## src/rtl/enc_serial_tx.sv

```systemverilog
// enc_serial_tx: FIFO-buffered serial transmitter. Frame = start, 8 data bits LSB first, stop.
// Define ENC_SERIAL_TX_PARITY_EN to insert an even-parity bit between the data bits and the stop bit.
module enc_serial_tx #(
  parameter int DEPTH        = 4,
  parameter int CLKS_PER_BIT = 4
) (
  input  logic                   clock,
  input  logic                   reset_n,
  input  logic [7:0]             in_char,
  input  logic                   in_valid,
  output logic                   in_ready,
  output logic                   transmitted_data,
  output logic                   tx_busy,
  output logic [$clog2(DEPTH):0] fifo_count
);
  localparam int AW = $clog2(DEPTH);
  localparam int CW = $clog2(CLKS_PER_BIT);

`ifdef ENC_SERIAL_TX_PARITY_EN
  typedef enum logic [2:0] {S_IDLE, S_START, S_DATA, S_PARITY, S_STOP} state_t;
`else
  typedef enum logic [2:0] {S_IDLE, S_START, S_DATA, S_STOP} state_t;
`endif

  logic [7:0]    r_mem [DEPTH];
  logic [AW-1:0] r_wr_ptr;
  logic [AW-1:0] r_rd_ptr;
  logic [AW:0]   r_count;
  state_t        r_state;
  state_t        w_state_next;
  logic [CW-1:0] r_cyc;
  logic [2:0]    r_bit;
  logic [7:0]    r_shift;
  logic          r_tx;
  logic          r_busy;
  logic          w_ready;
  logic          w_push;
  logic          w_pop;
  logic          w_not_empty;
  logic          w_last_cyc;
  logic          w_line;
  logic [7:0]    w_head;
`ifdef ENC_SERIAL_TX_PARITY_EN
  logic          r_parity;
`endif

  // Ready comes from the registered count only, so a full FIFO never refills in the cycle it pops.
  assign w_ready     = (r_count != (AW+1)'(DEPTH));
  assign w_push      = in_valid & w_ready;
  assign w_not_empty = (r_count != '0);
  assign w_last_cyc  = (r_cyc == CW'(CLKS_PER_BIT - 1));
  assign w_head      = r_mem[r_rd_ptr];

  assign in_ready         = w_ready;
  assign fifo_count       = r_count;
  assign transmitted_data = r_tx;
  assign tx_busy          = r_busy;

  always_ff @(posedge clock) begin
    if (w_push) r_mem[r_wr_ptr] <= in_char;
  end

  always_ff @(posedge clock or negedge reset_n) begin
    if (!reset_n) begin
      r_wr_ptr <= '0;
      r_rd_ptr <= '0;
      r_count  <= '0;
    end else begin
      if (w_push) r_wr_ptr <= r_wr_ptr + 1'b1;
      if (w_pop)  r_rd_ptr <= r_rd_ptr + 1'b1;
      case ({w_push, w_pop})
        2'b10:   r_count <= r_count + 1'b1;
        2'b01:   r_count <= r_count - 1'b1;
        default: r_count <= r_count;
      endcase
    end
  end

  always_comb begin
    w_state_next = r_state;
    w_pop        = 1'b0;
    w_line       = 1'b1;
    case (r_state)
      S_IDLE: begin
        if (w_not_empty) begin
          w_pop        = 1'b1;
          w_state_next = S_START;
        end
      end
      S_START: begin
        w_line = 1'b0;
        if (w_last_cyc) w_state_next = S_DATA;
      end
      S_DATA: begin
        w_line = r_shift[0];
        if (w_last_cyc && (r_bit == 3'd7)) begin
`ifdef ENC_SERIAL_TX_PARITY_EN
          w_state_next = S_PARITY;
`else
          w_state_next = S_STOP;
`endif
        end
      end
`ifdef ENC_SERIAL_TX_PARITY_EN
      S_PARITY: begin
        w_line = r_parity;
        if (w_last_cyc) w_state_next = S_STOP;
      end
`endif
      S_STOP: begin
        if (w_last_cyc) begin
          // A waiting character starts immediately: no idle bit between frames.
          if (w_not_empty) begin
            w_pop        = 1'b1;
            w_state_next = S_START;
          end else begin
            w_state_next = S_IDLE;
          end
        end
      end
      default: w_state_next = S_IDLE;
    endcase
  end

  always_ff @(posedge clock or negedge reset_n) begin
    if (!reset_n) begin
      r_state <= S_IDLE;
      r_cyc   <= '0;
      r_bit   <= '0;
      r_shift <= '0;
      r_tx    <= 1'b1;
      r_busy  <= 1'b0;
    end else begin
      r_state <= w_state_next;
      // Line and busy lag the state by one cycle, so both describe the same frame.
      r_tx    <= w_line;
      r_busy  <= (r_state != S_IDLE);
      if ((r_state == S_IDLE) || w_last_cyc) r_cyc <= '0;
      else                                   r_cyc <= r_cyc + 1'b1;
      if (r_state != S_DATA) r_bit <= '0;
      else if (w_last_cyc)   r_bit <= r_bit + 1'b1;
      if (w_pop)                                  r_shift <= w_head;
      else if ((r_state == S_DATA) && w_last_cyc) r_shift <= {1'b0, r_shift[7:1]};
    end
  end

`ifdef ENC_SERIAL_TX_PARITY_EN
  always_ff @(posedge clock or negedge reset_n) begin
    if (!reset_n)   r_parity <= 1'b0;
    else if (w_pop) r_parity <= ^w_head;
  end
`endif

endmodule

```

## config.mk

```make
export PLATFORM = sky130hd
export DESIGN_NAME = enc_serial_tx
export DESIGN_NICKNAME = d
export VERILOG_FILES = /design/src/rtl/enc_serial_tx.sv
export SDC_FILE = /design/constraint.sdc
export NUM_CORES = 1
export LEC_CHECK = 0
export BUFFER_PORTS_ARGS = -buffer_cell sky130_fd_sc_hd__buf_2
export CORE_MARGIN = 1.5
export CORE_UTILIZATION = 50
export CTS_CLUSTER_SIZE = 28
export DETAILED_ROUTE_END_ITERATION = 10
export GPL_ROUTABILITY_DRIVEN = 0
export PLACE_DENSITY = 0.64
export SYNTH_ARGS = -nofsm -noshare
export SYNTH_HDL_FRONTEND = slang
export SYNTH_SLANG_ARGS = --single-unit
```

## constraint.sdc

```tcl
create_clock -name clock -period 6.7 [get_ports clock]
set_clock_uncertainty 0.05 [all_clocks]
set_input_delay 1.005 -clock clock [delete_from_list [all_inputs] [get_ports clock]]
set_output_delay 1.005 -clock clock [all_outputs]
set_load 0.05 [all_outputs]
```

==> results.json <==
{
  "required_ns": 6.88,
  "m1WireLength_um": 1640,
  "via_count": 1203,
  "via_per_inst": 5.16,
  "start_kind": "flip-flop",
  "routed_wl_um": 3810,
  "cts_setup_buffers": 0,
  "crit_fanout": 10,
  "num_rows": 25,
  "finalSetupTns_ns": 0,
  "finalPower_w": 0.00122,
  "synthSimpleGateAreaFrac_pct": 6.01,
  "layout_commonest_cell": "edfxtp_1",
  "root_buffer": "clkbuf_8",
  "die_width_um": 72.8,
  "max_freq_mhz": 374,
  "die_area_sq_um": 5300,
  "grt_start_max_net_pins": 25,
  "antenna_found_initial": 0,
  "dp_slack_ns": 4.04,
  "synth-adder-area-share_pct": 6.98,
  "ys_types": 33,
  "routedWlPerCell_um": 16.3,
  "diodes": 0,
  "critical_path_class": "flip-flop to flip-flop",
  "yosysWarningCount": 0,
  "clkPwrFrac_pct": 14.6,
  "cap_violations": 0,
  "p_int_w": 0.000780,
  "n_fill_cell": 391,
  "power.switching_w": 0.000440,
  "wl_met2_um": 2020,
  "synth_seq_cells": 56,
  "place_area_sq_um": 2580,
  "hpwlAfterDp_um": 2730,
  "worstSkewPairLatency_ns": 0.30,
  "crit_arrival_ns": 2.85,
  "cts_buffers": 5,
  "io_pins": 17,
  "met3WireLength_um": 107,
  "grt_overflow": 0,
  "p_per_area_nw_per_um2": 458,
  "drive_above_1_share_pct": 30.7,
  "min_period_over_period_pct": 39.9,
  "final_cell_mix": "edfxtp_1 (32), dfrtp_1 (23), buf_2 (16)",
  "die_y_um": 72.8,
  "clkTransAtPathRegs_ns": 0.10,
  "synthMuxAreaShare_pct": 16.2,
  "grt_pass1_wl_um": 6620,
  "comb_power_share_pct": 39.3,
  "drc_errors": 0,
  "synth-compound-area-share_pct": 1.64,
  "slew_viol_final": 0,
  "r2r_slack_ns": 4.03,
  "grtUsageTotal_pct": 17.1,
  "postRouteAntennaNets": 0,
  "h-tree-depth": 2,
  "syn_area_sq_um": 2440,
  "grt_pass1_vias": 1372,
  "io_buffers": 16,
  "area_growth_pct": 9.34,
  "worst_pin_slew_ns": 0.616,
  "seq_power_share_pct": 46.1,
  "synth_top_family_by_area": "multiplexers",
  "seq_area_sq_um": 1560,
  "clock_sinks": 56,
  "p_sw_share_pct": 36.1,
  "rsz0062_at_grt": "false",
  "slew_headroom_pct": 59.0,
  "synth_fp_nets": 170,
  "synth_xor_area_share_pct": 2.52,
  "hold_viol": 0,
  "fin_crit_ns": 2.67,
  "setup_viol": 0,
  "status": "completed",
  "firstDrtPassIters": 4,
  "syn_inst": 146,
  "ys_seq_area_share_pct": 64.1,
  "syn-mean-instance-area_sq_um": 16.7,
  "layout_setup_ws_ns": 4.03,
  "crit_path_end_kind": "flip-flop",
  "core_area_sq_um": 4720,
  "nets": 189,
  "multi_input_area_sq_um": 812,
  "dr.max_layer_used": "met4",
  "holdBufCountCts": 0,
  "initial_utilization_pct": 51.6,
  "p_leak_nw": 1.07,
  "cts_tree": "done",
  "peakVddDrop_v": 0.000221,
  "hp-class": "flip-flop to flip-flop",
  "design_area_sq_um": 2670,
  "post_cts_resized": 0,
  "cts_max_path_buffers": 2,
  "drt_iter0_drc": 38
}
-- routing by layer --
layer / up-vias / track usage, %
li1: 575 / -
met1: 602 / 21.7
met2: 22 / 29.3
met3: 4 / 4.28
met4: 0 / 5.03
met5: - / 0
-- state kept, by name, indices dropped and copies added (netlist names) --
register          flops
tx_busy               1
r_mem                32
transmitted_data      1
r_state               2
r_bit                 3
r_cyc                 2
r_rd_ptr              2
r_shift               8
fifo_count            3
r_wr_ptr              2
-- cell families (layout without fill, tap and decap cells) --
kind of cell / after synthesis / after routing
flip-flops: 56 / 56
XOR/XNOR: 7 / 7
AND/OR/NAND/NOR: 23 / 23
AO/OA/AOI/OAI: 6 / 6
multiplexers: 27 / 27
buffers and inverters: 14 / 34
adder cells (fa/ha/maj): 13 / 13
-- per-stage QoR --
step / cells / hold WS [ns] / utilization, %
global route: 233 / 0.425 / 56.4
detailed placement: 225 / 0.374 / 54.5
finish: 233 / 0.392 / 56.4
CTS: 233 / 0.395 / 56.4
global placement: 225 / 0.368 / 54.5
floorplan: 146 / 0.358 / -
-- worst paths after layout --
path / to / from / cells past startpoint
hold reg to reg: r_cyc[0] / r_cyc[0] / 1
setup / recovery: fifo_count[2] / r_cyc[0] / 9
hold / removal: r_cyc[0] / r_cyc[0] / 1
setup reg to reg: fifo_count[2] / r_cyc[0] / 9
min in group asynchronous: r_shift[1] / reset_n / 1
max in group asynchronous: transmitted_data / reset_n / 1
-- power by group through the flow --
stage | logic (W) | clock network (W) | registers (W)
finish | 0.000479 | 0.000178 | 0.000562
detailed placement | 0.000484 | 0 | 0.000572
floorplan | 0.000364 | 0 | 0.000580
CTS | 0.000486 | 0.000182 | 0.000565
global placement | 0.000468 | 0 | 0.000562
global route | 0.000535 | 0.000194 | 0.000578
-- cells in the mapped netlist, drive strengths merged --
library cell,number,share of area (%)
nor2,2,0.31
clkbuf,1,0.15
inv,10,1.5
nor3,4,1.3
nor3b,1,0.31
dfrtp,23,24
a2bb2oi,1,0.36
dfstp,1,1.1
a21oi,1,0.21
buf,3,0.87
xnor2,2,0.72
and2,2,0.62
or3b,1,0.46
nand2b,1,0.26
ha,12,6.2
o21ai,2,0.41
nand2,4,0.62
xor2,5,1.8
mux2,16,7.5
and3,4,1.0
or3,1,0.26
nor2b,2,0.51
nor4b,1,0.36
a22oi,1,0.31
mux2i,3,1.2
mux4,8,7.4
edfxtp,32,39
fa,1,0.82
o221ai,1,0.36
-- cell type report --
type,count,area share (%)
Inverter,10,1.41
Clock inverter,2,0.610
Timing Repair Buffer,16,3.00
Sequential cell,56,58.6
Tap cell,67,3.15
Clock buffer,6,2.72
Multi-Input combinational cell,76,30.5
-- worst max-delay path: stages (launching register included) --
cell	delay [ns]
dfrtp_1	0.36
ha_1	0.37
a21oi_1	0.18
nor3_4	0.48
ha_1	0.30
inv_1	0.06
fa_1	0.38
xor2_1	0.15
nor2_1	0.12
xor2_1	0.16
Note: power is estimated with default switching activity, not from simulation.
